[src/rtl/snn_inference_sequencer_if.sv]
// -----------------------------------------------------------------------------
// snn_inference_sequencer_if
// Bundles the control and data signals of the inference sequencer.
//   master : robot control side. It drives en, start, sensor_in and material_in.
//            It also supplies spike_in, the excitatory spikes of the network.
//            It observes the network controls and the results.
//   slave  : the sequencer itself.
// Signals:
//   en, start, sensor_in[3:0], material_in[3:0], spike_in[EXCNUM-1:0]
//   snn_rst, snn_en, snn_sensor[3:0], snn_material[3:0]
//   busy, done, count_l/count_r[CNT_W-1:0], winner[1:0]
// -----------------------------------------------------------------------------
interface snn_inference_sequencer_if #(
    parameter int EXCNUM = 2,
    parameter int CNT_W  = 5
);
    logic              en;
    logic              start;
    logic [3:0]        sensor_in;
    logic [3:0]        material_in;
    logic [EXCNUM-1:0] spike_in;
    logic              snn_rst;
    logic              snn_en;
    logic [3:0]        snn_sensor;
    logic [3:0]        snn_material;
    logic              busy;
    logic              done;
    logic [CNT_W-1:0]  count_l;
    logic [CNT_W-1:0]  count_r;
    logic [1:0]        winner;

    modport master (
        output en, start, sensor_in, material_in, spike_in,
        input  snn_rst, snn_en, snn_sensor, snn_material,
        input  busy, done, count_l, count_r, winner
    );

    modport slave (
        input  en, start, sensor_in, material_in, spike_in,
        output snn_rst, snn_en, snn_sensor, snn_material,
        output busy, done, count_l, count_r, winner
    );
endinterface

[src/rtl/snn_inference_sequencer.sv]
// -----------------------------------------------------------------------------
// snn_inference_sequencer
// Runs one inference window of the 4-input / 2-output spiking network.
// The window proceeds as follows:
//   1. Latch the inputs.
//   2. Hold the network in reset for one cycle.
//   3. Enable the network for T_STEPS cycles.
//   4. Keep counting spikes for SETTLE drain cycles.
//   5. Publish the counts and a Left/Right decision with a one-cycle done.
// Ports:
//   clk  rising-edge clock
//   rst  synchronous active-high reset; it also forces the network reset
//   bus  slave modport of snn_inference_sequencer_if (see that file)
// -----------------------------------------------------------------------------
module snn_inference_sequencer #(
    parameter int EXCNUM  = 2,
    parameter int T_STEPS = 16,
    parameter int SETTLE  = 2,
    parameter int CNT_W   = 5
) (
    input  logic                     clk,
    input  logic                     rst,
    snn_inference_sequencer_if.slave bus
);
    typedef enum logic [2:0] {S_IDLE, S_CLEAR, S_RUN, S_DRAIN, S_DONE} state_e;
    typedef logic [CNT_W-1:0] cnt_t;

    // A single step counter serves both the RUN and DRAIN phases.
    localparam int MAX_STEP = (T_STEPS > SETTLE) ? T_STEPS : SETTLE;
    localparam int STEP_W   = $clog2(MAX_STEP) + 1;

    state_e              state_q, state_d;
    logic [STEP_W-1:0]   step_q, step_d;
    cnt_t [EXCNUM-1:0]   work_q, work_d;
    cnt_t                count_l_q, count_l_d;
    cnt_t                count_r_q, count_r_d;
    logic [1:0]          winner_q, winner_d;
    logic [3:0]          sensor_q, sensor_d;
    logic [3:0]          material_q, material_d;
    logic                count_en;
    logic                load_results;

    // 00 means no spikes. 11 means a nonzero tie. Otherwise the larger count
    // wins: 01 for Left and 10 for Right.
    function automatic logic [1:0] decide(input cnt_t l, input cnt_t r);
        if (l == '0 && r == '0) return 2'b00;
        if (l == r)             return 2'b11;
        if (l > r)              return 2'b01;
        return 2'b10;
    endfunction

    always_comb begin
        // NOTE: every _d takes its hold value first, so no path through this
        // block can infer a latch. Blocking assignments are correct here
        // because later lines read the values set earlier.
        state_d      = state_q;
        step_d       = step_q;
        work_d       = work_q;
        count_l_d    = count_l_q;
        count_r_d    = count_r_q;
        winner_d     = winner_q;
        sensor_d     = sensor_q;
        material_d   = material_q;
        count_en     = 1'b0;
        load_results = 1'b0;

        // With en low everything keeps its hold value: the FSM, the step
        // counter and the spike counters freeze.
        if (bus.en) begin
            unique case (state_q)
                S_IDLE: begin
                    if (bus.start) begin
                        sensor_d   = bus.sensor_in;
                        material_d = bus.material_in;
                        work_d     = '0;
                        step_d     = '0;
                        state_d    = S_CLEAR;
                    end
                end
                S_CLEAR: state_d = S_RUN;
                S_RUN: begin
                    count_en = 1'b1;
                    if (step_q == STEP_W'(T_STEPS - 1)) begin
                        step_d = '0;
                        if (SETTLE == 0) begin
                            state_d      = S_DONE;
                            load_results = 1'b1;
                        end else begin
                            state_d = S_DRAIN;
                        end
                    end else begin
                        step_d = step_q + 1'b1;
                    end
                end
                S_DRAIN: begin
                    count_en = 1'b1;
                    if (step_q == STEP_W'(SETTLE - 1)) begin
                        step_d       = '0;
                        state_d      = S_DONE;
                        load_results = 1'b1;
                    end else begin
                        step_d = step_q + 1'b1;
                    end
                end
                S_DONE:  state_d = S_IDLE;
                default: state_d = S_IDLE;
            endcase
        end

        // Saturating counters: a counter that is all ones stays all ones.
        if (count_en) begin
            for (int i = 0; i < EXCNUM; i++) begin
                if (bus.spike_in[i] && work_q[i] != '1) begin
                    work_d[i] = work_q[i] + 1'b1;
                end
            end
        end

        // The results load on the edge into DONE. They use the post-increment
        // counts, so a spike in the last RUN or DRAIN cycle still counts.
        if (load_results) begin
            count_l_d = work_d[0];
            count_r_d = work_d[1];
            winner_d  = decide(work_d[0], work_d[1]);
        end
    end

    always_ff @(posedge clk) begin
        // NOTE: non-blocking assignments make every register update from the
        // same values, the ones present before the edge.
        if (rst) begin
            state_q    <= S_IDLE;
            step_q     <= '0;
            work_q     <= '0;
            count_l_q  <= '0;
            count_r_q  <= '0;
            winner_q   <= 2'b00;
            sensor_q   <= 4'b0000;
            material_q <= 4'b0000;
        end else begin
            state_q    <= state_d;
            step_q     <= step_d;
            work_q     <= work_d;
            count_l_q  <= count_l_d;
            count_r_q  <= count_r_d;
            winner_q   <= winner_d;
            sensor_q   <= sensor_d;
            material_q <= material_d;
        end
    end

    // The network reset follows rst directly, so it is asserted even before
    // the first clock edge.
    assign bus.snn_rst      = rst | (state_q == S_CLEAR);
    assign bus.snn_en       = bus.en & (state_q == S_RUN);
    assign bus.snn_sensor   = sensor_q;
    assign bus.snn_material = material_q;
    assign bus.busy         = (state_q != S_IDLE);
    assign bus.done         = (state_q == S_DONE);
    assign bus.count_l      = count_l_q;
    assign bus.count_r      = count_r_q;
    assign bus.winner       = winner_q;
endmodule

[src/flat_wrapper.sv]
// flat-port wrapper written by rule: the top's interface ports become plain ports
module snn_inference_sequencer_flat 
#(
    parameter int EXCNUM  = 2,
    parameter int T_STEPS = 16,
    parameter int SETTLE  = 2,
    parameter int CNT_W   = 5
)
  (clk, rst, bus_en, bus_start, bus_sensor_in, bus_material_in, bus_spike_in, bus_snn_rst, bus_snn_en, bus_snn_sensor, bus_snn_material, bus_busy, bus_done, bus_count_l, bus_count_r, bus_winner);
  snn_inference_sequencer_if #(.EXCNUM(EXCNUM), .CNT_W(CNT_W)) bus_i ();
  input  logic clk;
  input  logic rst;
  input wire logic [$bits(bus_i.en)-1:0] bus_en;
  input wire logic [$bits(bus_i.start)-1:0] bus_start;
  input wire logic [$bits(bus_i.sensor_in)-1:0] bus_sensor_in;
  input wire logic [$bits(bus_i.material_in)-1:0] bus_material_in;
  input wire logic [$bits(bus_i.spike_in)-1:0] bus_spike_in;
  output wire logic [$bits(bus_i.snn_rst)-1:0] bus_snn_rst;
  output wire logic [$bits(bus_i.snn_en)-1:0] bus_snn_en;
  output wire logic [$bits(bus_i.snn_sensor)-1:0] bus_snn_sensor;
  output wire logic [$bits(bus_i.snn_material)-1:0] bus_snn_material;
  output wire logic [$bits(bus_i.busy)-1:0] bus_busy;
  output wire logic [$bits(bus_i.done)-1:0] bus_done;
  output wire logic [$bits(bus_i.count_l)-1:0] bus_count_l;
  output wire logic [$bits(bus_i.count_r)-1:0] bus_count_r;
  output wire logic [$bits(bus_i.winner)-1:0] bus_winner;
  assign bus_i.en = bus_en;
  assign bus_i.start = bus_start;
  assign bus_i.sensor_in = bus_sensor_in;
  assign bus_i.material_in = bus_material_in;
  assign bus_i.spike_in = bus_spike_in;
  assign bus_snn_rst = bus_i.snn_rst;
  assign bus_snn_en = bus_i.snn_en;
  assign bus_snn_sensor = bus_i.snn_sensor;
  assign bus_snn_material = bus_i.snn_material;
  assign bus_busy = bus_i.busy;
  assign bus_done = bus_i.done;
  assign bus_count_l = bus_i.count_l;
  assign bus_count_r = bus_i.count_r;
  assign bus_winner = bus_i.winner;
  snn_inference_sequencer #(.EXCNUM(EXCNUM), .T_STEPS(T_STEPS), .SETTLE(SETTLE), .CNT_W(CNT_W)) u_core (.clk(clk), .rst(rst), .bus(bus_i));
endmodule
[config.mk]
export PLATFORM = sky130hd
export DESIGN_NAME = snn_inference_sequencer_flat
export DESIGN_NICKNAME = d
export VERILOG_FILES = /design/src/rtl/snn_inference_sequencer_if.sv /design/src/rtl/snn_inference_sequencer.sv /design/src/flat_wrapper.sv
export SDC_FILE = /design/constraint.sdc
export NUM_CORES = 1
export LEC_CHECK = 0
export BUFFER_PORTS_ARGS = -buffer_cell sky130_fd_sc_hd__buf_4
export CORE_UTILIZATION = 35
export DETAILED_ROUTE_END_ITERATION = 6
export HOLD_SLACK_MARGIN = 0.15
export SLEW_MARGIN = 20
export SYNTH_ARGS = -nofsm -noshare
export SYNTH_HDL_FRONTEND = slang
export SYNTH_SLANG_ARGS = --single-unit
[constraint.sdc]
create_clock -name clk -period 6.6 [get_ports clk]
set_input_delay 1.32 -clock clk [delete_from_list [all_inputs] [get_ports clk]]
set_output_delay 1.32 -clock clk [all_outputs]
set_load 0.02 [all_outputs]
After elaboration in Yosys (flattened, before gate mapping)
Index checks and enable logic that the tools add are counted.
Cells by class
  divide/modulo/power cells: 0
  add/subtract/negate cells: 3
  bitwise logic cells: 2
  order comparisons: 1
  reductions and logical operators: 12
  mux-type cells: 34
  equality and inequality tests: 12
  $mul: 0
  shift operators: 0
Operators with widths (number)
  $mux W10: 4
  $mux W5: 5
  $add A5 B1 Y5 const B: 3
  $pmux W5 S3: 1
  $mux W1: 14
  $mux W2: 6
  $pmux W3 S4: 1
  $logic_not A5 Y1: 2
  $ne A5 B5 Y1 const B: 2
  $mux W3: 3
  $eq A3 B2 Y1 const B: 2
  $reduce_and A3 Y1: 2
  $reduce_bool A3 Y1: 2
  $eq A5 B1 Y1 const B: 1
  $eq A5 B4 Y1 const B: 1
  $eq A5 B5 Y1: 1
  $gt A5 B5 Y1: 1
  $ne A2 B1 Y1 const B: 2
  $reduce_and A4 Y1: 1
  $eq A3 B1 Y1 const B: 1
  $eq A3 B3 Y1 const B: 1
  $logic_and A1 B1 Y1: 3
  $logic_not A3 Y1: 1
  $ne A2 B2 Y1 const B: 1
  3 further kinds: 3
Storage, ports and cells
  bits in registers: 38
  memories kept: 0
  bits of input ports: 14
  latch bits: 0
  logic and storage cells: 73
  memory bits (read-only): 0
  RAM bits: 0
  output and inout port bits: 24

Depth between registers and ports, before layout
Gate-level depths: netlist (run 1).
  depth in word-level cells: 17
  gate-level depth with buffers: 16

Least setup slack after synthesis (run 1)
Ideal clock, no wire load.
  path kind: input to register
  start: in bus_en
  end: reg u_core.winner_q[0] (netlist: u_core.bus.winner[0])
  stages: 13
  data arrival time: 3.198 ns
  path slack: 3.287 ns
  cells stage by stage: buf_6 -> nand4b_1 -> nor2_1 -> buf_4 -> mux2_2 -> mux2i_2 -> ha_1 -> o21ai_0 -> a21oi_1 -> nor3_1 -> a21oi_1 -> a21oi_1 -> nor2_1
RTL lines
  start: declaration: line flat_wrapper.sv:13  | input wire logic [$bits(bus_i.en)-1:0] bus_en;
  end signal: assignment: line snn_inference_sequencer.sv:146  | winner_q <= winner_d;
  end: declaration: line snn_inference_sequencer.sv:37  | logic [1:0] winner_q, winner_d;

==> flow_metrics.py, run 1 <==
metrics = {
    "critical_path": {
        "end_kind": "flop",
        "crit_chain": "buf_4 -> nand4b_1 -> nor2_1 -> nor2_1 -> a21o_1 -> a22oi_1 -> inv_1 -> ha_1 -> o21ai_0 -> a21oi_1 -> nor3_1 -> a21oi_1 -> a21oi_1 -> nor2_1",
        "worstPathMaxFanout": 11,
        "path_delay_family": "simple AND/OR/NAND/NOR gates",
        "crit_required_ns": 6.79,
        "crit_type": "in2reg",
        "arrival_ns": 3.84,
        "start_kind": "input port",
        "crit_path_top_delay_cell": "nor2_1",
        "cp.buffers_inverters": 2,
        "slowest_delay_ns": 0.56,
    },
    "timing": {
        "tns_ns": 0,
        "clock_skew_ns": 0.00689,
        "setup_viol": 0,
        "rsz0062_at_grt": "false",
        "final_max_slew_viol_count": 0,
        "relSlewSlack_pct": 54.0,
        "worst_pin_slew_ns": 0.687,
        "fmaxAchievable_mhz": 274,
        "period_share_pct": 55.3,
        "finalHoldViolations": 0,
        "finalCriticalPeriod_ns": 3.65,
    },
    "logic_synthesis": {
        "synth_edf_count": 0,
        "synth.avg_cell_area_um2": 8.42,
        "ys_ff_latch": 38,
        "ys_top_cells_by_area": "dfxtp_1 38%, ha_1 8.0%, nor2_1 6.9%, a21oi_1 5.7%, nand2_1 4.8%",
        "synth_seq_area_share_pct": 37.6,
        "synthCells": 240,
        "synthArstFlopShare_pct": 0,
        "synth.net_count": 267,
        "synth_ff_type": "dfxtp_1",
        "synth_area_um2": 2020,
        "ys.warnings.count": 0,
        "synthTopCellsByCount": "38 x dfxtp_1, 37 x nor2_1, 26 x nand2_1",
        "synth.distinct_cells": 49,
        "synth_top_cell_area_share_pct": 37.6,
        "yosysTopAreaCell": "dfxtp_1",
        "synth.most_common_cell": "dfxtp_1",
    },
    "final_layout": {
        "layout-drive-gt1-share_pct": 21.7,
        "seqCellArea_um2": 761,
        "antenna_cells": 0,
        "multi_input_area_um2": 1170,
        "fin_area_um2": 2420,
        "final_nets": 298,
        "syn2layout_area_growth_pct": 19.5,
        "nFillCells": 571,
        "utilization_pct": 43.6,
    },
    "placement": {
        "dp_hpwl_um": 3080,
        "io_buffers": 37,
        "gp_congestion": 0.812,
        "post_dp_cell_area_um2": 2320,
    },
    "cts": {
        "post_cts_buffers": 0,
        "ctsLongestPathBuffers": 2,
        "clk_pin_slew_ns": 0.07,
        "cts_resized": 0,
        "postCtsHoldBufs": 0,
        "worstSkewPairLatency_ns": 0.30,
        "clock-sinks": 38,
        "cts_made_buffers": 5,
        "htreeDepth": 2,
        "cts_tree": "built",
        "clockRootBuffer": "clkbuf_8",
    },
    "global_routing": {
        "grt-ovfl-total": 0,
        "grt_pass1_vias": 1534,
        "track_usage_pct": 16.0,
        "grt_start_max_net_pins": 39,
        "antenna_found_initial": 0,
        "grt_first_pass_wirelength_um": 7580,
    },
    "detailed_routing": {
        "wl_met1_um": 2220,
        "firstDrtPassIters": 4,
        "routed.top_layer": "met4",
        "vias": 1720,
        "drtIter0Drc": 58,
        "post-route-drc-count": 0,
        "met3WireLength_um": 223,
        "dr_wl_met2_um": 1900,
        "ant_nets": 0,
        "detail_route.vias_per_cell": 5.00,
        "wire_per_inst_um": 12.8,
        "wl_um": 4410,
    },
    "power_and_ir_drop": {
        "peakVddDrop_uv": 85.4,
        "power_leakage_nw": 1.04,
        "p_per_area_nw_per_um2": 185,
    },
    "floorplan": {
        "rows": 27,
        "core_area_um2": 5540,
        "start_util_pct": 36.5,
        "die_h_um": 78.0,
        "die_area_um2": 6080,
        "die_w_um": 78.0,
        "pin_count": 38,
    },
    "status": {
        "run_status": "completed",
    },
    "flow_run": {
        "drv_cap": 0,
    },
    "worst_hold_path": {
        "holdCritPathClass": "reg2reg",
    },
}
[layer usage]
metal / up-vias / global-route usage, %
met5: - / 0
met4: 0 / 5.56
met3: 5 / 4.35
met2: 36 / 23.8
met1: 772 / 22.0
li1: 907 / -
[where the power goes]
group	total [mW]	internal, mW	leakage [nW]	switching (mW)
sequential	0.237	0.233	0.307	0.00436
combinational	0.0416	0.0178	0.690	0.0238
clock	0.169	0.0839	0.0472	0.0848
[area by class of cell]
cell class / count / share of cell area, %
inverter: 7 / 1.09
tap: 72 / 3.73
clock buffer: 6 / 3.42
timing repair buffer: 37 / 11.5
sequential: 38 / 31.5
multi-input combinational: 182 / 48.3
clock inverter: 2 / 0.518
[worst reg2reg max path, stage by stage, from the launching register on]
cell and delay, ns:
dfxtp_1 0.37, ha_1 0.28, and3_1 0.20, ha_1 0.19
nor2_1 0.55, nor2_1 0.22, a21o_1 0.20, a22oi_1 0.29
inv_1 0.08, ha_1 0.30, o21ai_0 0.08, a21oi_1 0.06
nor3_1 0.19, a21oi_1 0.10, a21oi_1 0.12, nor2_1 0.06
[registers in the layout, summed over array words and instances (netlist names)]
register	cells
u_core.bus.count_l	5
u_core.bus.count_r	5
u_core.bus.snn_material	4
u_core.bus.snn_sensor	4
u_core.bus.winner	2
u_core.state_q	3
u_core.step_q	5
u_core.work_q	10
[metrics by stage]
| stage | hold slack [ns] | setup slack, ns | instances | power (mW) |
|---|---|---|---|---|
| floorplan | 0.508 | 3.29 | 240 | 0.269 |
| global placement | 0.444 | 2.80 | 336 | 0.284 |
| detailed placement | 0.449 | 2.68 | 336 | 0.284 |
| CTS | 0.460 | 2.98 | 344 | 0.452 |
| global route | 0.485 | 2.64 | 344 | 0.474 |
| finish | 0.456 | 2.95 | 344 | 0.447 |
[placed cells by master (no fill, tap or decap), types with 2 or more instances in the layout]
master     n
xor2_1     2
buf_4     37
ha_1      13
nor2_1    37
a21o_1     2
nand3_1    7
mux2i_1    3
dfxtp_1   38
nand4b_1   2
inv_1      7
nand4_1    3
nor3_1     9
nand2b_1   4
mux2_2     2
a22oi_1    5
a21oi_1   23
a211oi_1   9
and3_1     3
o21ai_0    4
nor2b_1    3
nand2_1   26
nand2_2    2
clkbuf_8   6
[worst paths after layout]
| kind | from | endpoint | slack [ns] | depth (start not counted) |
|---|---|---|---|---|
| max | bus_en | u_core.bus.winner[0] | 2.95 | 14 |
| min | u_core.bus.snn_material[2] | u_core.bus.snn_material[2] | 0.46 | 2 |
| max reg2reg | u_core.work_q[0] | u_core.bus.winner[0] | 3.24 | 15 |
| min reg2reg | u_core.bus.snn_material[2] | u_core.bus.snn_material[2] | 0.46 | 2 |
[logic make-up after synthesis]
group           count (synthesis)  share of synthesized area, %
fa+ha+maj                      13                          8.04
buf+inv                        20                          4.70
simple gates                  111                          29.9
mux                             6                          3.28
compound gates                 49                          15.2
flops                          38                          37.6
xor+xnor                        3                          1.30
Power figures use the tool's default switching activity.
==> run 2: changes to the inputs <==
Clock period 6.6 ns to 3.23 ns, I/O delays scaled along.
==> run 2 against run 1 <==
Sequential share of layout area shrank 0.58 points. Clock power grew 100%. Total power grew 110%. Global-route usage shrank 0.86 points. Critical path depth is the same. Count of clock-buffer cells in the layout is the same. Utilization grew 0.81 points. Clock skew is essentially flat. Cell area grew 1.9%. Wire length shrank 1.2%. Sequential power grew 100%. Die area is the same.
==> flow_metrics.py, run 2 (synthesized netlist as in run 1, its figures left out) <==
metrics = {
    "detailed_routing": {
        "ant_nets": 0,
        "wl_um": 4350,
        "firstDrtPassIters": 4,
        "post-route-drc-count": 0,
        "detail_route.vias_per_cell": 4.97,
        "wire_per_inst_um": 12.4,
        "drtIter0Drc": 59,
        "vias": 1738,
    },
    "global_routing": {
        "antenna_found_initial": 0,
        "track_usage_pct": 15.1,
        "grt-ovfl-total": 0,
        "grt_first_pass_wirelength_um": 7230,
        "grt_pass1_vias": 1531,
        "grt_start_max_net_pins": 39,
    },
    "timing": {
        "fmaxAchievable_mhz": 343,
        "setup_slack_ns": 0.319,
        "rsz0062_at_grt": "false",
        "finalCriticalPeriod_ns": 2.91,
        "final_max_slew_viol_count": 0,
        "setup_viol": 0,
        "worst_pin_slew_ns": 0.493,
        "hold_ws_ns": 0.457,
        "finalHoldViolations": 0,
        "clock_skew_ns": 0.00691,
        "tns_ns": 0,
        "relSlewSlack_pct": 66.9,
        "period_share_pct": 90.1,
    },
    "placement": {
        "dp_hpwl_um": 3100,
        "io_buffers": 37,
        "dpl_worst_slack_ns": 0.293,
        "gp_congestion": 0.778,
    },
    "critical_path": {
        "setup.worst_path.start": "u_core.work_q[5]",
        "crit_required_ns": 3.42,
        "arrival_ns": 3.10,
        "path_delay_family": "simple AND/OR/NAND/NOR gates",
        "r2r_start": "u_core.work_q[5]",
        "r2r_setup_slack_ns": 0.32,
        "cp.buffers_inverters": 0,
        "end_kind": "flop",
        "start_kind": "flop",
        "crit_path_end": "u_core.bus.winner[0]",
        "crit_type": "reg2reg",
        "slowest_delay_ns": 0.37,
        "crit_path_top_delay_cell": "dfxtp_1",
        "worstPathMaxFanout": 8,
        "worst-path-stages": 14,
        "crit_chain": "ha_1 -> and3_1 -> ha_1 -> nor3b_4 -> and4_1 -> xor2_1 -> nand2_1 -> ha_1 -> o21ai_0 -> a21oi_1 -> nor3_1 -> a21oi_1 -> a21oi_1 -> nor2_1",
        "reg2reg_to": "u_core.bus.winner[0]",
        "reg2reg_depth": 14,
    },
    "cts": {
        "clockRootBuffer": "clkbuf_8",
        "worstSkewPairLatency_ns": 0.29,
        "cts_made_buffers": 5,
        "cts_tree": "built",
        "post_cts_buffers": 0,
        "cts_resized": 0,
        "clock-sinks": 38,
        "ctsLongestPathBuffers": 2,
        "postCtsHoldBufs": 0,
        "htreeDepth": 2,
        "clk_pin_slew_ns": 0.08,
    },
    "power_and_ir_drop": {
        "pwr-share-clk_pct": 37.3,
        "peakVddDrop_uv": 185,
        "intPower_uw": 688,
        "comb_power_share_pct": 10.3,
        "p_total_uw": 919,
        "netSwitchingFraction_pct": 25.1,
        "power_leakage_nw": 1.07,
        "p_per_area_nw_per_um2": 373,
        "p_switching_uw": 231,
        "seqPwrFrac_pct": 52.4,
    },
    "worst_hold_path": {
        "holdCritPathClass": "reg2reg",
    },
    "final_layout": {
        "utilization_pct": 44.4,
        "antenna_cells": 0,
        "final_nets": 304,
        "layout_commonest_cell": "buf_4",
        "seqCellArea_um2": 761,
        "largest_reg_flops": 10,
        "largest_register": "u_core.work_q",
        "syn2layout_area_growth_pct": 21.7,
        "nFillCells": 559,
        "layout_common_cells": "43 x buf_4, 38 x dfxtp_1, 37 x nor2_1",
        "layout-drive-gt1-share_pct": 23.4,
        "multi_input_area_um2": 1170,
    },
    "floorplan": {
        "start_util_pct": 36.5,
        "core_area_um2": 5540,
        "die_h_um": 78.0,
        "rows": 27,
        "die_area_um2": 6080,
        "die_w_um": 78.0,
        "pin_count": 38,
    },
    "flow_run": {
        "drv_cap": 0,
    },
    "status": {
        "run_status": "completed",
    },
}
## run 2: cell types whose count changed in the layout (fill, tap and decap cells not counted), sizes merged
cell / previous run / this run
buf: 37 / 43
## run 2: through the flow
stage	cells	area [um2]
3_5_place_dp	342	2370
6_report	350	2460
3_3_place_gp	342	2370
2_1_floorplan	240	2020
4_1_cts	350	2460
5_1_grt	350	2460
## run 2: worst reg2reg max path: stages (launching register included)
cell and delay, ns:
dfxtp_1 0.37, ha_1 0.24, and3_1 0.18, ha_1 0.21
nor3b_4 0.35, and4_1 0.26, xor2_1 0.19, nand2_1 0.12
ha_1 0.29, o21ai_0 0.08, a21oi_1 0.06, nor3_1 0.19
a21oi_1 0.10, a21oi_1 0.12, nor2_1 0.06
## run 2: worst min-delay path by stage
stage          slack (ns)                  startpoint                         end  cells past startpoint
4_1_cts              0.46       u_core.bus.count_r[2]       u_core.bus.count_r[2]                      2
5_1_grt              0.48  u_core.bus.snn_material[3]  u_core.bus.snn_material[3]                      2
2_1_floorplan        0.51            u_core.step_q[3]            u_core.step_q[3]                      2
6_report             0.46  u_core.bus.snn_material[3]  u_core.bus.snn_material[3]                      2
3_5_place_dp         0.45       u_core.bus.count_r[2]       u_core.bus.count_r[2]                      2
3_3_place_gp         0.44  u_core.bus.snn_material[2]  u_core.bus.snn_material[2]                      2
## run 2: power groups by stage
stage               combinational, mW  sequential (mW)  clock, mW
floorplan                      0.0528            0.497          0
global placement               0.0942            0.492          0
detailed placement             0.0946            0.492          0
CTS                            0.0949            0.481      0.354
global route                    0.104            0.483      0.375
finish                         0.0942            0.481      0.343
## run 2: layout make-up
type | instances | area share [%]
timing repair buffer | 43 | 13.1
tap | 72 | 3.66
inverter | 7 | 1.07
clock inverter | 2 | 0.508
clock buffer | 6 | 3.36
multi-input combinational | 182 | 47.4
sequential | 38 | 30.9
## run 2: layer usage
| metal | global-route usage (%) | wire length, um |
|---|---|---|
| met1 | 20.6 | 2220 |
| met2 | 23.5 | 1890 |
| met3 | 3.53 | 182 |
| met4 | 4.44 | 56 |
| met5 | 0 | 0 |
==> run 3: changes to the inputs <==
Settings changed: PLACE_DENSITY from default to 0.66.
==> run 3 against run 2 <==
Clock power grew 44%. Maximum frequency shrank 2.8%. Sequential share of layout area shrank 0.37 points. Count of clock-buffer cells in the layout shrank 1. Die area is the same. Clock skew grew 0.0013 ns. Utilization grew 0.54 points. Sequential power is essentially flat. Wire length grew 7.1%.
==> flow_metrics.py, run 3 (synthesized netlist as in run 1, its figures left out) <==
metrics = {
    "placement": {
        "placedCellCount": 340,
        "io_buffers": 37,
        "dp_hpwl_um": 3360,
        "dpl_worst_slack_ns": 0.246,
        "gp_congestion": 0.751,
    },
    "cts": {
        "post_cts_buffers": 0,
        "clock-sinks": 38,
        "clk_pin_slew_ns": 0.08,
        "ctsLongestPathBuffers": 2,
        "cts_made_buffers": 5,
        "worstSkewPairLatency_ns": 0.30,
        "clockRootBuffer": "clkbuf_8",
        "htreeDepth": 2,
        "cts_tree": "built",
    },
    "final_layout": {
        "antenna_cells": 0,
        "layout-drive-gt1-share_pct": 23.2,
        "layout_commonest_cell": "buf_4",
        "largest_reg_flops": 10,
        "largest_register": "u_core.work_q",
        "syn2layout_area_growth_pct": 23.2,
        "layout_common_cells": "41 x buf_4, 38 x dfxtp_1, 36 x nor2_1",
        "layout.cells.non_filler": 348,
        "final_nets": 302,
        "nFillCells": 541,
    },
    "timing": {
        "finalCriticalPeriod_ns": 2.99,
        "rsz0062_at_grt": "false",
        "relSlewSlack_pct": 64.3,
        "period_share_pct": 92.7,
        "finalHoldViolations": 0,
        "worst_pin_slew_ns": 0.532,
        "hold_ws_ns": 0.457,
        "tns_ns": 0,
        "setup_viol": 0,
        "final_max_slew_viol_count": 0,
        "fmaxAchievable_mhz": 334,
        "clock_skew_ns": 0.00820,
        "setup_slack_ns": 0.236,
    },
    "critical_path": {
        "crit_required_ns": 3.43,
        "worstPathMaxFanout": 8,
        "crit_chain": "ha_1 -> and3_1 -> ha_1 -> nor3b_4 -> and4_1 -> xor2_1 -> nand2_1 -> ha_1 -> o21ai_0 -> a21oi_1 -> nor3_1 -> a21oi_1 -> a21oi_1 -> nor2_1",
        "arrival_ns": 3.19,
        "start_kind": "flop",
        "slowest_delay_ns": 0.37,
        "crit_type": "reg2reg",
        "end_kind": "flop",
        "crit_path_top_delay_cell": "dfxtp_1",
    },
    "global_routing": {
        "grt-ovfl-total": 0,
        "grt_first_pass_wirelength_um": 8150,
        "track_usage_pct": 16.9,
        "grt_start_max_net_pins": 39,
        "grt_pass1_vias": 1739,
        "antenna_found_initial": 0,
    },
    "detailed_routing": {
        "wire_per_inst_um": 13.4,
        "vias": 1782,
        "wl_um": 4660,
        "post-route-drc-count": 0,
        "ant_nets": 0,
        "firstDrtPassIters": 4,
        "detail_route.vias_per_cell": 5.12,
        "drtIter0Drc": 60,
    },
    "power_and_ir_drop": {
        "p_total_mw": 1.07,
        "peakVddDrop_uv": 238,
        "power_leakage_nw": 1.08,
        "p_per_area_nw_per_um2": 428,
    },
    "floorplan": {
        "die_w_um": 78.0,
        "die_h_um": 78.0,
        "start_util_pct": 36.5,
        "core_area_um2": 5540,
        "die_area_um2": 6080,
        "rows": 27,
        "pin_count": 38,
    },
    "worst_hold_path": {
        "holdCritPathClass": "reg2reg",
    },
    "flow_run": {
        "drv_cap": 0,
    },
    "status": {
        "run_status": "completed",
    },
}
run 3: worst max-delay path: cells and delay by family, from the launching register on:
family | cells | cell delay [ns]
simple gates | 6 | 1.17
xor+xnor | 1 | 0.21
fa+ha+maj | 3 | 0.74
flops | 1 | 0.37
compound gates | 4 | 0.40
run 3: final timing paths:
| check | start | endpoint | slack, ns | cells after the start |
|---|---|---|---|---|
| min | u_core.bus.snn_sensor[1] | u_core.bus.snn_sensor[1] | 0.46 | 2 |
| max | u_core.work_q[5] | u_core.bus.winner[0] | 0.24 | 14 |
| max reg2reg | u_core.work_q[5] | u_core.bus.winner[0] | 0.24 | 14 |
| min reg2reg | u_core.bus.snn_sensor[1] | u_core.bus.snn_sensor[1] | 0.46 | 2 |
run 3: final cells by class:
cell class | instances | area (um2) | area share (%)
Multi-Input combinational cell | 182 | 1170 | 46.9
Tap cell | 72 | 90.1 | 3.62
Sequential cell | 38 | 761 | 30.5
Clock buffer | 5 | 68.8 | 2.76
Inverter | 7 | 26.3 | 1.05
Clock inverter | 3 | 68.8 | 2.76
Timing Repair Buffer | 41 | 308 | 12.4
run 3: repair_timing:
action | 4_1_cts | 5_1_grt
endpoints found under the setup margin | 0 | 2
resized for setup | 0 | 1
hold buffers | 0 | 0
run 3: power by group:
part / switching [mW] / total (mW) / leakage, nW / internal, mW
registers: 0.00884 / 0.484 / 0.307 / 0.475
clock network: 0.184 / 0.494 / 0.0683 / 0.310
logic: 0.0499 / 0.0897 / 0.709 / 0.0397
run 3: per-stage QoR:
step	instance area, um2	util [%]
after detailed placement	2350	42.4
after floorplan	2020	-
final	2490	45.0
after global placement	2350	42.4
after CTS	2490	44.9
after global routing	2490	45.0
run 3: per-layer routing:
layer,wire length [um],vias to the layer above,track usage (%)
li1,-,912,-
met1,2280,827,22.7
met2,2130,34,26.8
met3,174,9,3.65
met4,76,0,5.56
met5,0,-,0
